--- src/rtl/alu_arbiter.sv ---
// Two-requester round-robin front end for a skewed-timing ALU datapath.
// One transaction in flight; the result returns on a valid/ready port tagged with the requester id.
module alu_arbiter #(
    parameter logic       RR_START = 1'b0,
    parameter logic [1:0] IDLE_OP  = 2'd0
) (
    input  logic       clock,
    input  logic       reset,
    input  logic       req0_valid,
    output logic       req0_ready,
    input  logic [7:0] req0_in,
    input  logic [1:0] req0_op,
    input  logic       req1_valid,
    output logic       req1_ready,
    input  logic [7:0] req1_in,
    input  logic [1:0] req1_op,
    output logic       rsp_valid,
    input  logic       rsp_ready,
    output logic       rsp_id,
    output logic [8:0] rsp_data,
    output logic [7:0] dp_in,
    output logic [1:0] dp_op,
    input  logic [8:0] dp_out,
    output logic       busy,
    output logic [7:0] done0_cnt,
    output logic [7:0] done1_cnt
);

    typedef enum logic [2:0] {
        S_IDLE,
        S_LOAD,
        S_EXEC,
        S_CAPT,
        S_RESP
    } state_t;

    state_t     r_state;
    logic       r_prio;
    logic       r_id;
    logic [1:0] r_op;

    logic       w_idle;
    logic       w_grant0;
    logic       w_grant1;

    // The holder of r_prio only matters when both requesters are valid.
    assign w_idle     = (r_state == S_IDLE) && !reset;
    assign w_grant0   = w_idle && req0_valid && (!req1_valid || (r_prio == 1'b0));
    assign w_grant1   = w_idle && req1_valid && (!req0_valid || (r_prio == 1'b1));
    assign req0_ready = w_grant0;
    assign req1_ready = w_grant1;
    assign busy       = (r_state != S_IDLE);

    always_ff @(posedge clock) begin
        if (reset) begin
            r_state   <= S_IDLE;
            r_prio    <= RR_START;
            rsp_valid <= 1'b0;
            rsp_id    <= 1'b0;
            rsp_data  <= 9'd0;
            dp_in     <= 8'd0;
            dp_op     <= IDLE_OP;
            done0_cnt <= 8'd0;
            done1_cnt <= 8'd0;
        end else begin
            case (r_state)
                S_IDLE: begin
                    if (w_grant0 || w_grant1) begin
                        r_id    <= w_grant1;
                        r_op    <= w_grant1 ? req1_op : req0_op;
                        dp_in   <= w_grant1 ? req1_in : req0_in;
                        dp_op   <= IDLE_OP;
                        r_prio  <= w_grant0;
                        r_state <= S_LOAD;
                    end
                end
                // The datapath registers dp_in one cycle before it consumes dp_op.
                S_LOAD: begin
                    dp_op   <= r_op;
                    r_state <= S_EXEC;
                end
                S_EXEC: begin
                    dp_op   <= IDLE_OP;
                    r_state <= S_CAPT;
                end
                S_CAPT: begin
                    rsp_data  <= dp_out;
                    rsp_id    <= r_id;
                    rsp_valid <= 1'b1;
                    r_state   <= S_RESP;
                end
                S_RESP: begin
                    if (rsp_ready) begin
                        rsp_valid <= 1'b0;
                        r_state   <= S_IDLE;
                        if (rsp_id) begin
                            done1_cnt <= done1_cnt + 8'd1;
                        end else begin
                            done0_cnt <= done0_cnt + 8'd1;
                        end
                    end
                end
                default: begin
                    r_state <= S_IDLE;
                end
            endcase
        end
    end

endmodule

--- config.mk ---
export PLATFORM = sky130hd
export DESIGN_NAME = alu_arbiter
export DESIGN_NICKNAME = d
export VERILOG_FILES = /design/src/rtl/alu_arbiter.sv
export SDC_FILE = /design/constraint.sdc
export NUM_CORES = 1
export LEC_CHECK = 0
export CORE_MARGIN = 2
export CORE_UTILIZATION = 50
export DETAILED_ROUTE_END_ITERATION = 6
export DONT_BUFFER_PORTS = 1
export GPL_TIMING_DRIVEN = 0
export SYNTH_ARGS = -nofsm -noshare
export SYNTH_HDL_FRONTEND = slang
export SYNTH_SLANG_ARGS = --single-unit
--- constraint.sdc ---
create_clock -name clock -period 2.04 [get_ports clock]
set_clock_uncertainty 0.2 [all_clocks]
set_input_delay 0.408 -clock clock [delete_from_list [all_inputs] [get_ports clock]]
set_output_delay 0.408 -clock clock [all_outputs]
set_load 0.01 [all_outputs]
Word level (Yosys, flattened, before mapping)
Cells that the tools add are included.

Input bits: 34. Register bits: 44. Output and inout bits: 40. Word-level logic and storage cells: 53.

Bitwise operators: 3. Eq/ne operators: 6. Multiplexer cells: 9. Add/subtract/negate cells: 2. Reduce and logical (&&, ||, !) cells: 22.

Operator list (count): $add A8 B1 Y8 const B (2); $pmux W3 S5 (1); $reduce_and A3 Y1 (3); $mux W8 (1); $reduce_and A2 Y1 (4); $eq A3 B2 Y1 const B (2); $mux W3 (2); $pmux W2 S3 (1); $reduce_bool A3 Y1 (2); $logic_and A1 B1 Y1 (5); $mux W2 (2); $eq A3 B1 Y1 const B (1); $eq A3 B3 Y1 const B (1); $logic_not A1 Y1 (3); $logic_not A3 Y1 (1); $logic_or A1 B1 Y1 (3); $not A1 Y1 (3); $ne A2 B1 Y1 const B (1); $ne A2 B2 Y1 const B (1); $pmux W1 S2 (1); $reduce_bool A2 Y1 (1); $mux W1 (1).

Depth between registers and ports, before layout
Word-level depth: 7. Gate-level depth with buffers: 5. Mapped depth without buffers: 4.

Worst setup path after synthesis
Ideal clock, no wire load.

Path type: input port to output port. Start point: input reset. End point: output req0_ready. Cell stages on the path: 5. Path buffers: 2. Path slack: 212 ps. Data required time: 1432 ps. Data arrival time: 1220 ps. Cells stage by stage: clkbuf_1 -> nor4_1 -> buf_2 -> inv_1 -> nor2_1.

Word-level cells in the longest chain between the ends: 4.

RTL lines: from (decl) (line 8) `input logic reset,`; $logic_not A1 Y1 (line 47) `assign w_idle = (r_state == S_IDLE) && !reset;`; $logic_and A1 B1 Y1 (line 47); $logic_and A1 B1 Y1 (2 in series) (line 48) `assign w_grant0 = w_idle && req0_valid && (!req1_valid || (r_prio == 1'b0));`; to (decl) (line 10) `output logic req0_ready,`.

Every way passes these cells.

Worst setup path in the final report
Start point: register r_state[0]. End point: output req0_ready.

Word-level cells in the longest chain between the ends: 4.

RTL lines: from (decl) (line 37) `state_t r_state;`; from (signal assigned) (line 56) `r_state <= S_IDLE;`; from (signal assigned) (line 74) `r_state <= S_LOAD;`; from (signal assigned) (line 80) `r_state <= S_EXEC;`; $logic_not A3 Y1 (line 47); $logic_and A1 B1 Y1 (line 47); $logic_and A1 B1 Y1 (2 in series) (line 48).

Every way passes these cells.

==> impl_metrics.ini <==
[run_status]
status = completed

[cells_and_area]
drive_gt1_share_pct = 11.6
fillers = 351
nets = 259
finalInstanceArea_mm2 = 0.00215
n_antenna_cell = 0
layout_common_cells = dfxtp_1 (41), a21oi_1 (21), inv_1 (18)
final_common_cell = dfxtp_1
syn2layout_area_growth_pct = 9.85

[timing]
slew_viol_final = 0
rsz0062_at_grt = no
finalHoldViolCount = 0
setup-tns-final_ns = 0
hold_ws_ns = 0.0559
setup_viol = 0
tightest_slew_ns = 0.495
layout_min_cycle_time_ns = 1.98
maxSlewHeadroom_pct = 67.0
post-route-period-util_pct = 97.3
max_clock_freq_ghz = 0.504

[clock_tree]
ctsHoldBuffers = 0
root_buffer = clkbuf_8
path_clk_slew_ns = 0.08
htreeDepth = 2
cts.path.max_buffers = 2
cts_tree = yes
cts_buffers = 5
worstSkewPairLatency_ns = 0.30
clock_sinks = 44

[critical_path]
critPathKind = reg2out
cp_data_required_time_ns = 1.43
endpoint_kind = output pin
crit_fanout = 3
critPathLaunchType = flop
worstPathArrival_ns = 1.38

[synth]
yosys-top-cells-area = dfxtp_1 (42%), a21oi_1 (5.4%), mux2i_1 (5.1%), edfxtp_1 (4.6%), or4_1 (3.8%)
synth_top_area_share_pct = 42.0
synth_seq_cells = 44
async_reset_ff_share_pct = 0
ys.flop_type = dfxtp_1
yosysWarnings = 0
netlist_area_mm2 = 0.00196
syn-num-nets = 249
ys_seq_area_share_pct = 46.6
syn_inst = 213
synth_edf_count = 3
syn_area_per_cell_um2 = 9.18
synth_cell_type_count = 33
yosys.area.top_type = dfxtp_1

[min_path]
hold_path.class = in2reg

[detailed_routing]
drt_iter0_markers = 109
dr_wl_met3_um = 317
antenna_left = 0
drt_first_pass_iters = 4
viasPerCell = 6.16
dr.max_layer_used = met4
routedWlPerCell_um = 16.3
route.detailed.drc = 0
wl_met2_um = 2190
m1WireLength_um = 1870
routed_wl_um = 4440
vias = 1675

[floorplan]
ioPinCount = 74
die_h_um = 66.5
core-area_mm2 = 0.00372
initial_core_util_pct = 52.6
row_count = 22
die-area_mm2 = 0.00443
die_width_um = 66.5

[grt]
grt_pass1_wl_um = 7230
grt_overflow_total = 0
grt_pass1_vias = 1541
grt_max_degree = 14
antenna_found_initial = 0
track_usage_pct = 21.4

[power_and_ir_drop]
pwr_density_cell_mw_per_mm2 = 794
p_leak_nw = 0.774
ir_drop_mv = 0.457

[placed_design]
placed_area_mm2 = 0.00202
port_buffers = 0
place_hpwl_um = 3200
routabilityCongestion = 0.736

[job]
cap_violations = 0
## final timing paths
path,from,end,slack (ns),cells past startpoint
hold reg to reg,dp_in[6],dp_in[6],0.32,2
hold / removal,dp_out[4],rsp_data[4],0.06,2
setup reg to reg,rsp_id,done1_cnt[5],0.20,4
setup / recovery,r_state[0],req0_ready,0.06,4
## synthesized netlist by cell type, drive strengths merged, types with 2 or more instances
master  count
or4        10
nor3b       2
mux2i      10
nand2       4
nand3       5
mux2        3
nor3        4
clkbuf     11
o21ai      11
nor4        4
nand4       3
a221oi      8
nor2       12
inv        18
nor2b       2
and2        2
nand3b      4
edfxtp      3
a21oi      21
dfxtp      41
ha          2
or3         4
o32ai       8
o31ai       9
buf         6
## layer usage
layer / global-route usage, % / up-vias
met5: 0 / -
met4: 6.89 / 0
met3: 6.93 / 7
met2: 35.5 / 62
met1: 26.1 / 795
li1: - / 811
## flip-flops by register name, summed over array words and instances, names as in the netlist
register / flops
rsp_data: 9
done0_cnt: 8
done1_cnt: 8
dp_in: 8
r_state: 3
dp_op: 2
r_op: 2
r_id: 1
r_prio: 1
rsp_id: 1
rsp_valid: 1
## logic make-up (layout without fill, tap and decap cells)
logic type	after synthesis	count (layout)	synth area share (%)
xor+xnor	1	1	0.448
mux	13	13	6.85
compound gates	59	59	20.0
fa+ha+maj	2	2	1.28
flops	44	44	46.6
simple gates	59	59	17.7
buf+inv	35	46	7.17
## power by group
group / leakage [nW] / switching [mW] / internal (mW) / total (mW)
combinational: 0.374 / 0.122 / 0.0878 / 0.210
sequential: 0.361 / 0.0479 / 0.913 / 0.961
clock: 0.0388 / 0.298 / 0.238 / 0.536
## worst max-delay path, stage by stage (launching register included)
cell	delay (ns)
dfxtp_1	0.35
nor4_4	0.34
buf_4	0.18
inv_1	0.03
nor2_1	0.18
## cell type report
| class | count | area, um2 | share of cell area, % |
|---|---|---|---|
| inverters | 18 | 67.6 | 3.15 |
| repair buffers | 3 | 22.5 | 1.05 |
| clock inverters | 2 | 11.3 | 0.524 |
| well taps | 48 | 60.1 | 2.80 |
| plain buffers | 17 | 78.8 | 3.67 |
| clock buffers | 6 | 72.6 | 3.38 |
| multi-input cells | 134 | 925 | 43.0 |
| flip-flops and latches | 44 | 911 | 42.4 |
## repair_timing
action,CTS,global route
pin swaps,0,2
resized for setup,3,7
setup endpoints to repair,3,3
endpoints found under the hold margin,0,0
setup buffers,1,2
## stage by stage
| step | setup slack [ns] | std cells | total power, mW | utilization (%) |
|---|---|---|---|---|
| floorplan | 0.212 | 213 | 1.12 | - |
| global placement | 0.00176 | 261 | 1.16 | 54.2 |
| detailed placement | -0.0252 | 261 | 1.17 | 54.2 |
| CTS | 0.0151 | 270 | 1.70 | 57.1 |
| global route | 0.00191 | 272 | 1.78 | 57.8 |
| finish | 0.0557 | 272 | 1.71 | 57.8 |
Note: power is estimated with default switching activity, not from simulation.
